`config.mk`:
```
export PLATFORM = sky130hd
export DESIGN_NAME = tape_cond
export DESIGN_NICKNAME = d
export VERILOG_FILES = /design/src/rtl/tape_pkg.sv /design/src/rtl/tape_glitch_filter.sv /design/src/rtl/tape_cond.sv
export SDC_FILE = /design/constraint.sdc
export NUM_CORES = 1
export LEC_CHECK = 0
export CAP_MARGIN = 5
export CORE_MARGIN = 2
export CORE_UTILIZATION = 43
export CTS_CLUSTER_SIZE = 14
export DETAILED_ROUTE_END_ITERATION = 8
export PLACE_DENSITY = 0.66
export SLEW_MARGIN = 5
export SYNTH_ARGS = -nofsm -noshare
export SYNTH_HDL_FRONTEND = slang
export SYNTH_SLANG_ARGS = --single-unit
```
`constraint.sdc`:
```
create_clock -name i_clock -period 4.7 [get_ports i_clock]
set_input_delay 1.41 -clock i_clock [delete_from_list [all_inputs] [get_ports i_clock]]
set_output_delay 1.41 -clock i_clock [all_outputs]
set_load 0.02 [all_outputs]
```
`src/rtl/tape_pkg.sv`:
```
// tape_pkg: shared widths, midscale baseline and activity FSM states for tape_cond.
package tape_pkg;
   localparam int               ADC_W    = 12;
   localparam logic [ADC_W-1:0] MIDSCALE = 12'd2048;
   localparam int               ACC_W    = 20;
   typedef enum logic [1:0] {IDLE, ARM, ACTIVE} state_t;
endpackage

```
`src/rtl/tape_glitch_filter.sv`:
```
// tape_glitch_filter: accepts a level change only after GLITCH consecutive disagreeing samples.
module tape_glitch_filter #(
   parameter int GLITCH = 4
) (
   input  logic i_clock,
   input  logic i_reset,
   input  logic i_valid,
   input  logic i_cand,
   output logic o_level,
   output logic o_edge
);
   logic [3:0] r_run;
   logic       r_level, r_edge;
   always_ff @(posedge i_clock) begin
      if (i_reset) begin
         r_run   <= '0;
         r_level <= 1'b0;
         r_edge  <= 1'b0;
      end else begin
         r_edge <= 1'b0;
         if (i_valid) begin
            if (i_cand == r_level) r_run <= '0;
            else if (r_run == 4'(GLITCH - 1)) begin
               r_run   <= '0;
               r_level <= ~r_level;
               r_edge  <= 1'b1;
            end else r_run <= r_run + 4'd1;
         end
      end
   end
   assign o_level = r_level;
   assign o_edge  = r_edge;
endmodule

```
`src/rtl/tape_cond.sv`:
```
// tape_cond: cassette input conditioner -- hysteresis comparator, glitch filter, activity FSM.
// Define TAPE_DCTRACK_EN to make the comparator baseline track the signal DC level.
module tape_cond
   import tape_pkg::*;
#(
   parameter logic [ADC_W-1:0] HYST      = 12'd64,
   parameter int               GLITCH    = 4,
   parameter int               TIMEOUT   = 16384,
   parameter int               ARM_EDGES = 8
) (
   input  logic             i_clock,
   input  logic             i_reset,
   input  logic [ADC_W-1:0] i_adc_data,
   input  logic             i_adc_valid,
   output logic             o_tape_raw,
   output logic             o_tape,
   output logic             o_active,
   output logic             o_edge,
   output logic [ADC_W-1:0] o_level
);
   localparam int IW = $clog2(TIMEOUT + 1);
   localparam int EW = $clog2(ARM_EDGES + 1);
   logic [ADC_W-1:0] w_level, w_hi, w_lo;
   logic [ADC_W:0]   w_hi_sum;
   logic             w_cmp, r_cand, r_cvld, w_raw, w_edge;
   state_t           r_state, w_state;
   logic [IW-1:0]    r_idle, w_idle, w_idle_inc;
   logic [EW-1:0]    r_ecnt, w_ecnt;

`ifdef TAPE_DCTRACK_EN
   logic [ACC_W-1:0]        r_acc;
   logic signed [ADC_W:0]   w_diff;
   logic signed [ACC_W+1:0] w_acc_sum;
   // Accumulator holds the baseline with 8 fraction bits, so adding the raw difference is level += diff>>>8.
   always_comb begin
      w_diff    = $signed({1'b0, i_adc_data}) - $signed({1'b0, w_level});
      w_acc_sum = $signed({2'b00, r_acc}) + $signed({{(ACC_W-ADC_W+1){w_diff[ADC_W]}}, w_diff});
   end
   always_ff @(posedge i_clock) begin
      if (i_reset) r_acc <= {MIDSCALE, {(ACC_W-ADC_W){1'b0}}};
      else if (i_adc_valid)
         r_acc <= w_acc_sum[ACC_W+1] ? '0 : w_acc_sum[ACC_W] ? '1 : w_acc_sum[ACC_W-1:0];
   end
   assign w_level = r_acc[ACC_W-1 -: ADC_W];
`else
   assign w_level = MIDSCALE;
`endif

   always_comb begin
      w_hi_sum = {1'b0, w_level} + {1'b0, HYST};
      w_hi     = w_hi_sum[ADC_W] ? '1 : w_hi_sum[ADC_W-1:0];
      w_lo     = (w_level < HYST) ? '0 : w_level - HYST;
      w_cmp    = (i_adc_data > w_hi) ? 1'b1 : (i_adc_data < w_lo) ? 1'b0 : r_cand;
   end

   always_ff @(posedge i_clock) begin
      if (i_reset) begin
         r_cand <= 1'b0;
         r_cvld <= 1'b0;
      end else begin
         r_cvld <= i_adc_valid;
         if (i_adc_valid) r_cand <= w_cmp;
      end
   end

   tape_glitch_filter #(.GLITCH(GLITCH)) u_filt (
      .i_clock (i_clock),
      .i_reset (i_reset),
      .i_valid (r_cvld),
      .i_cand  (r_cand),
      .o_level (w_raw),
      .o_edge  (w_edge)
   );

   always_ff @(posedge i_clock) begin
      if (i_reset) begin
         r_state <= IDLE;
         r_idle  <= '0;
         r_ecnt  <= '0;
      end else begin
         r_state <= w_state;
         r_idle  <= w_idle;
         r_ecnt  <= w_ecnt;
      end
   end

   // An edge always wins over a coincident timeout.
   always_comb begin
      w_state    = r_state;
      w_idle     = r_idle;
      w_ecnt     = r_ecnt;
      w_idle_inc = (r_idle == IW'(TIMEOUT)) ? r_idle : r_idle + IW'(1);
      if (w_edge) begin
         w_idle  = '0;
         w_ecnt  = (r_state == IDLE) ? EW'(1) : (r_state == ARM) ? r_ecnt + EW'(1) : r_ecnt;
         w_state = (r_state == ACTIVE || w_ecnt == EW'(ARM_EDGES)) ? ACTIVE : ARM;
      end else if (i_adc_valid) begin
         w_idle = w_idle_inc;
         if (w_idle_inc == IW'(TIMEOUT) && r_state != IDLE) begin
            w_state = IDLE;
            w_ecnt  = '0;
         end
      end
   end

   assign o_tape_raw = w_raw;
   assign o_edge     = w_edge;
   assign o_active   = (r_state == ACTIVE);
   assign o_tape     = w_raw & o_active;
   assign o_level    = w_level;
endmodule

```
==> metrics.txt <==
# TYPE chip_impl_metric gauge
chip_impl_info{name="outcome",value="completed"} 1
chip_impl_info{name="worst_setup_path_end_kind",value="output port"} 1
chip_impl_metric{name="net-switching-power",unit="mW"} 0.117
chip_impl_metric{name="avgSynthCellArea",unit="sq um"} 8.22
chip_impl_metric{name="synth_top_area_share",unit=""} 0.302
chip_impl_metric{name="avgViaCountPerCell",unit=""} 5.33
chip_impl_metric{name="async_reset_ff_frac",unit=""} 0
chip_impl_metric{name="post_drt_wl_per_cell",unit="um"} 12.2
chip_impl_metric{name="fp.coreArea",unit="sq um"} 4320
chip_impl_metric{name="post_synth_num_cell_types",unit=""} 48
chip_impl_metric{name="number_of_hold_violations_in_the_final_report",unit=""} 0
chip_impl_metric{name="postSynthRegisterBits",unit=""} 29
chip_impl_metric{name="critical_path_buf_inv_count",unit=""} 1
chip_impl_metric{name="buffers_on_ports",unit=""} 18
chip_impl_metric{name="dpl.hpwl",unit="um"} 2560
chip_impl_metric{name="detail_route.first_pass.iterations",unit=""} 4
chip_impl_info{name="startpoint_type",value="register"} 1
chip_impl_metric{name="setup_tns",unit="ns"} 0
chip_impl_metric{name="post-cts-setup-buffers",unit=""} 0
chip_impl_metric{name="hold-worst-slack",unit="ns"} 0.505
chip_impl_info{name="cts_tree",value="built"} 1
chip_impl_metric{name="gr-usage-all-layers",unit=""} 0.150
chip_impl_metric{name="drt_drc_violations_left",unit=""} 0
chip_impl_metric{name="gate_count_after_technology_mapping",unit=""} 234
chip_impl_metric{name="layout.core_utilization",unit=""} 0.470
chip_impl_metric{name="gp_congestion",unit=""} 0.857
chip_impl_metric{name="cts_resizes",unit=""} 0
chip_impl_info{name="synth-main-ff-cell",value="sky130_fd_sc_hd__dfxtp_1"} 1
chip_impl_metric{name="clock_insertion_delay_worst_skew",unit="ns"} 0.28
chip_impl_metric{name="clock_path_buffers",unit=""} 2
chip_impl_metric{name="first_global_vias",unit=""} 1416
chip_impl_metric{name="required",unit="ns"} 3.29
chip_impl_metric{name="total_leakage_power",unit="nW"} 0.709
chip_impl_metric{name="clock.fmax",unit="MHz"} 309
chip_impl_info{name="most_area_consuming_cells_after_synthesis",value="sky130_fd_sc_hd__dfxtp_1, sky130_fd_sc_hd__nor2_1, sky130_fd_sc_hd__xnor2_1"} 1
chip_impl_metric{name="post_synth_instance_area",unit="sq um"} 1920
chip_impl_metric{name="cell_internal_pwr",unit="mW"} 0.383
chip_impl_metric{name="antenna_found_initial",unit=""} 0
chip_impl_info{name="type_of_the_tightest_min_delay_check",value="register to register"} 1
chip_impl_metric{name="die_x",unit="um"} 70.9
chip_impl_metric{name="die-area",unit="sq um"} 5020
chip_impl_metric{name="post_cts_hold_buffer_count",unit=""} 0
chip_impl_metric{name="min_period_over_period",unit=""} 0.689
chip_impl_metric{name="grt_pass1_wl",unit="um"} 6070
chip_impl_metric{name="wirelength_routed",unit="um"} 3570
chip_impl_metric{name="seq_power_share",unit=""} 0.509
chip_impl_metric{name="grt_start_max_net_pins",unit=""} 16
chip_impl_info{name="cp_top_family",value="buffers and inverters"} 1
chip_impl_metric{name="gr-total-overflow",unit=""} 0
chip_impl_metric{name="p_sw_frac",unit=""} 0.233
chip_impl_metric{name="dieHeight",unit="um"} 70.9
chip_impl_metric{name="cts_inserted_buffers",unit=""} 5
chip_impl_metric{name="start_util",unit=""} 0.445
chip_impl_metric{name="clkPwrFrac",unit=""} 0.407
chip_impl_info{name="cpMaxStageDelayCell",value="sky130_fd_sc_hd__clkdlybuf4s50_1"} 1
chip_impl_info{name="rsz0062_at_grt",value="no"} 1
chip_impl_metric{name="synth-edff-count",unit=""} 0
chip_impl_metric{name="power-per-cell-area",unit="nW/um^2"} 246
chip_impl_metric{name="skew",unit="ns"} 0.00159
chip_impl_info{name="worstSetupPathType",value="register to output port"} 1
chip_impl_metric{name="synth.yosys.warnings",unit=""} 0
chip_impl_metric{name="fraction_of_the_yosys_area_taken_by_sequential_cells",unit=""} 0.302
chip_impl_metric{name="final_report_setup_violation_count",unit=""} 0
chip_impl_metric{name="irDropWorstVdd",unit="V"} 0.000123
chip_impl_metric{name="fill_cells",unit=""} 455
chip_impl_metric{name="cts_max_level",unit=""} 2
chip_impl_metric{name="top_level_ports",unit=""} 31
chip_impl_metric{name="row_count",unit=""} 24
chip_impl_metric{name="critical_path_arrival",unit="ns"} 1.83
chip_impl_metric{name="worstPathMaxFanout",unit=""} 12
chip_impl_metric{name="critPathMaxStageDelay",unit="ns"} 0.59
chip_impl_metric{name="count_of_inserted_antenna_diode_cells",unit=""} 0
chip_impl_metric{name="clock_pin_slew_of_the_registers_on_the_worst_case_setup_and_hold_paths",unit="ns"} 0.06
chip_impl_info{name="synthTopCellsByCount",value="sky130_fd_sc_hd__nor2_1, sky130_fd_sc_hd__dfxtp_1, sky130_fd_sc_hd__nand2_1"} 1
chip_impl_info{name="cts_root_buf",value="sky130_fd_sc_hd__clkbuf_8"} 1
chip_impl_metric{name="layout-drive-gt1-share",unit=""} 0.0747
chip_impl_metric{name="area_delta_synth_final",unit="%"} 5.60
chip_impl_info{name="synth_top_cell_by_area",value="sky130_fd_sc_hd__dfxtp_1"} 1
chip_impl_metric{name="power_frac_comb",unit=""} 0.084
chip_impl_info{name="critical_path.cell_chain",value="nor2b_1 > and2_1 > clkdlybuf4s50_1"} 1
chip_impl_metric{name="clkSinkCount",unit=""} 29
chip_impl_metric{name="post-route-min-period",unit="ns"} 3.24
chip_impl_metric{name="vias",unit=""} 1563
chip_impl_metric{name="design.final.nets",unit=""} 260
chip_impl_info{name="yosys.cell_count.top_type",value="sky130_fd_sc_hd__nor2_1"} 1
chip_impl_metric{name="finalMaxSlewViolations",unit=""} 0
chip_impl_metric{name="first_iter_violations",unit=""} 52
chip_impl_metric{name="maximum_capacitance_violations",unit=""} 0
chip_impl_metric{name="final_antenna_net_count",unit=""} 0
==> layout by cell type (no fill, tap or decap), types with 2 or more instances in the layout <==
master,instances
sky130_fd_sc_hd__nor2_1,32
sky130_fd_sc_hd__dfxtp_1,29
sky130_fd_sc_hd__nand2_1,24
sky130_fd_sc_hd__clkdlybuf4s50_1,18
sky130_fd_sc_hd__conb_1,12
sky130_fd_sc_hd__nand3_1,11
sky130_fd_sc_hd__xnor2_1,11
sky130_fd_sc_hd__xor2_1,11
sky130_fd_sc_hd__o21ai_0,9
sky130_fd_sc_hd__nor4_1,7
sky130_fd_sc_hd__nor3_1,7
sky130_fd_sc_hd__nor2b_1,6
sky130_fd_sc_hd__a21oi_1,6
sky130_fd_sc_hd__nand4_1,6
sky130_fd_sc_hd__clkbuf_8,6
sky130_fd_sc_hd__and2_1,4
sky130_fd_sc_hd__ha_1,4
sky130_fd_sc_hd__inv_1,3
sky130_fd_sc_hd__o31ai_1,3
sky130_fd_sc_hd__mux2_2,3
sky130_fd_sc_hd__a22o_1,2
sky130_fd_sc_hd__nor3b_1,2
sky130_fd_sc_hd__a31oi_1,2
sky130_fd_sc_hd__or2_2,2
sky130_fd_sc_hd__a31o_2,2
sky130_fd_sc_hd__a32o_1,2
==> cells by family (layout without fill, tap and decap cells) <==
group / Yosys count / after routing / synth area share
mux: 3 / 3 / 0.0176
buf+inv: 31 / 28 / 0.142
flops: 29 / 29 / 0.302
simple gates: 109 / 109 / 0.284
fa+ha+maj: 4 / 4 / 0.0260
xor+xnor: 22 / 22 / 0.100
compound gates: 34 / 34 / 0.124
other cells: 2 / 12 / 0.00391
==> tightest hold or removal path, delay by kind of cell, from the launching register on <==
family,cells,cell delay [ns]
simple gates,1,0.05
compound gates,1,0.08
flops,1,0.33
==> cell type report <==
cell class	count	area [sq um]	area share
Tap cell	52	65.1	0.0320
Clock buffer	7	86.3	0.0425
Inverter	3	11.3	0.00555
Multi-Input combinational cell	184	1110	0.545
Sequential cell	29	581	0.286
Timing Repair Buffer	18	180	0.0887
==> sequential cells by signal (all words and copies together), names as in the netlist <==
register        flops
r_ecnt              4
u_filt.o_level      1
r_idle             15
r_cvld              1
u_filt.r_run        4
r_cand              1
r_state             2
u_filt.o_edge       1
==> power by group through the flow <==
stage	Combinational (mW)	Clock (mW)	Sequential (mW)
2_1_floorplan	0.0365	0	0.257
3_3_place_gp	0.0414	0	0.259
3_5_place_dp	0.0416	0	0.259
4_1_cts	0.0419	0.212	0.254
5_1_grt	0.0462	0.220	0.254
6_report	0.0419	0.204	0.254
==> worst paths after layout <==
kind | slack [ns] | depth (start not counted) | startpoint | endpoint
max reg2reg | 2.24 | 6 | r_idle[2] | r_ecnt[1]
min | 0.51 | 2 | u_filt.r_run[2] | u_filt.r_run[2]
min reg2reg | 0.51 | 2 | u_filt.r_run[2] | u_filt.r_run[2]
max | 1.46 | 3 | r_state[1] | o_tape
==> metal layers <==
metal	wire length [um]	track usage	up-vias	part of all wire
met3	146	0.0385	8	0.041
met4	89	0.0692	0	0.025
met5	0	0	-	0
li1	-	-	798	-
met2	1620	0.246	37	0.45
met1	1710	0.184	720	0.48
==> stage by stage <==
stage                     power, mW  setup slack (ns)  area [sq um]  std cells
after detailed placement      0.301              1.29          1940        286
final                         0.500              1.46          2030        293
after global routing          0.521              1.27          2030        293
after global placement        0.301              1.32          1940        286
after CTS                     0.507              1.45          2030        293
after floorplan               0.293              1.87          1960        244
Power figures use the tool's default switching activity.
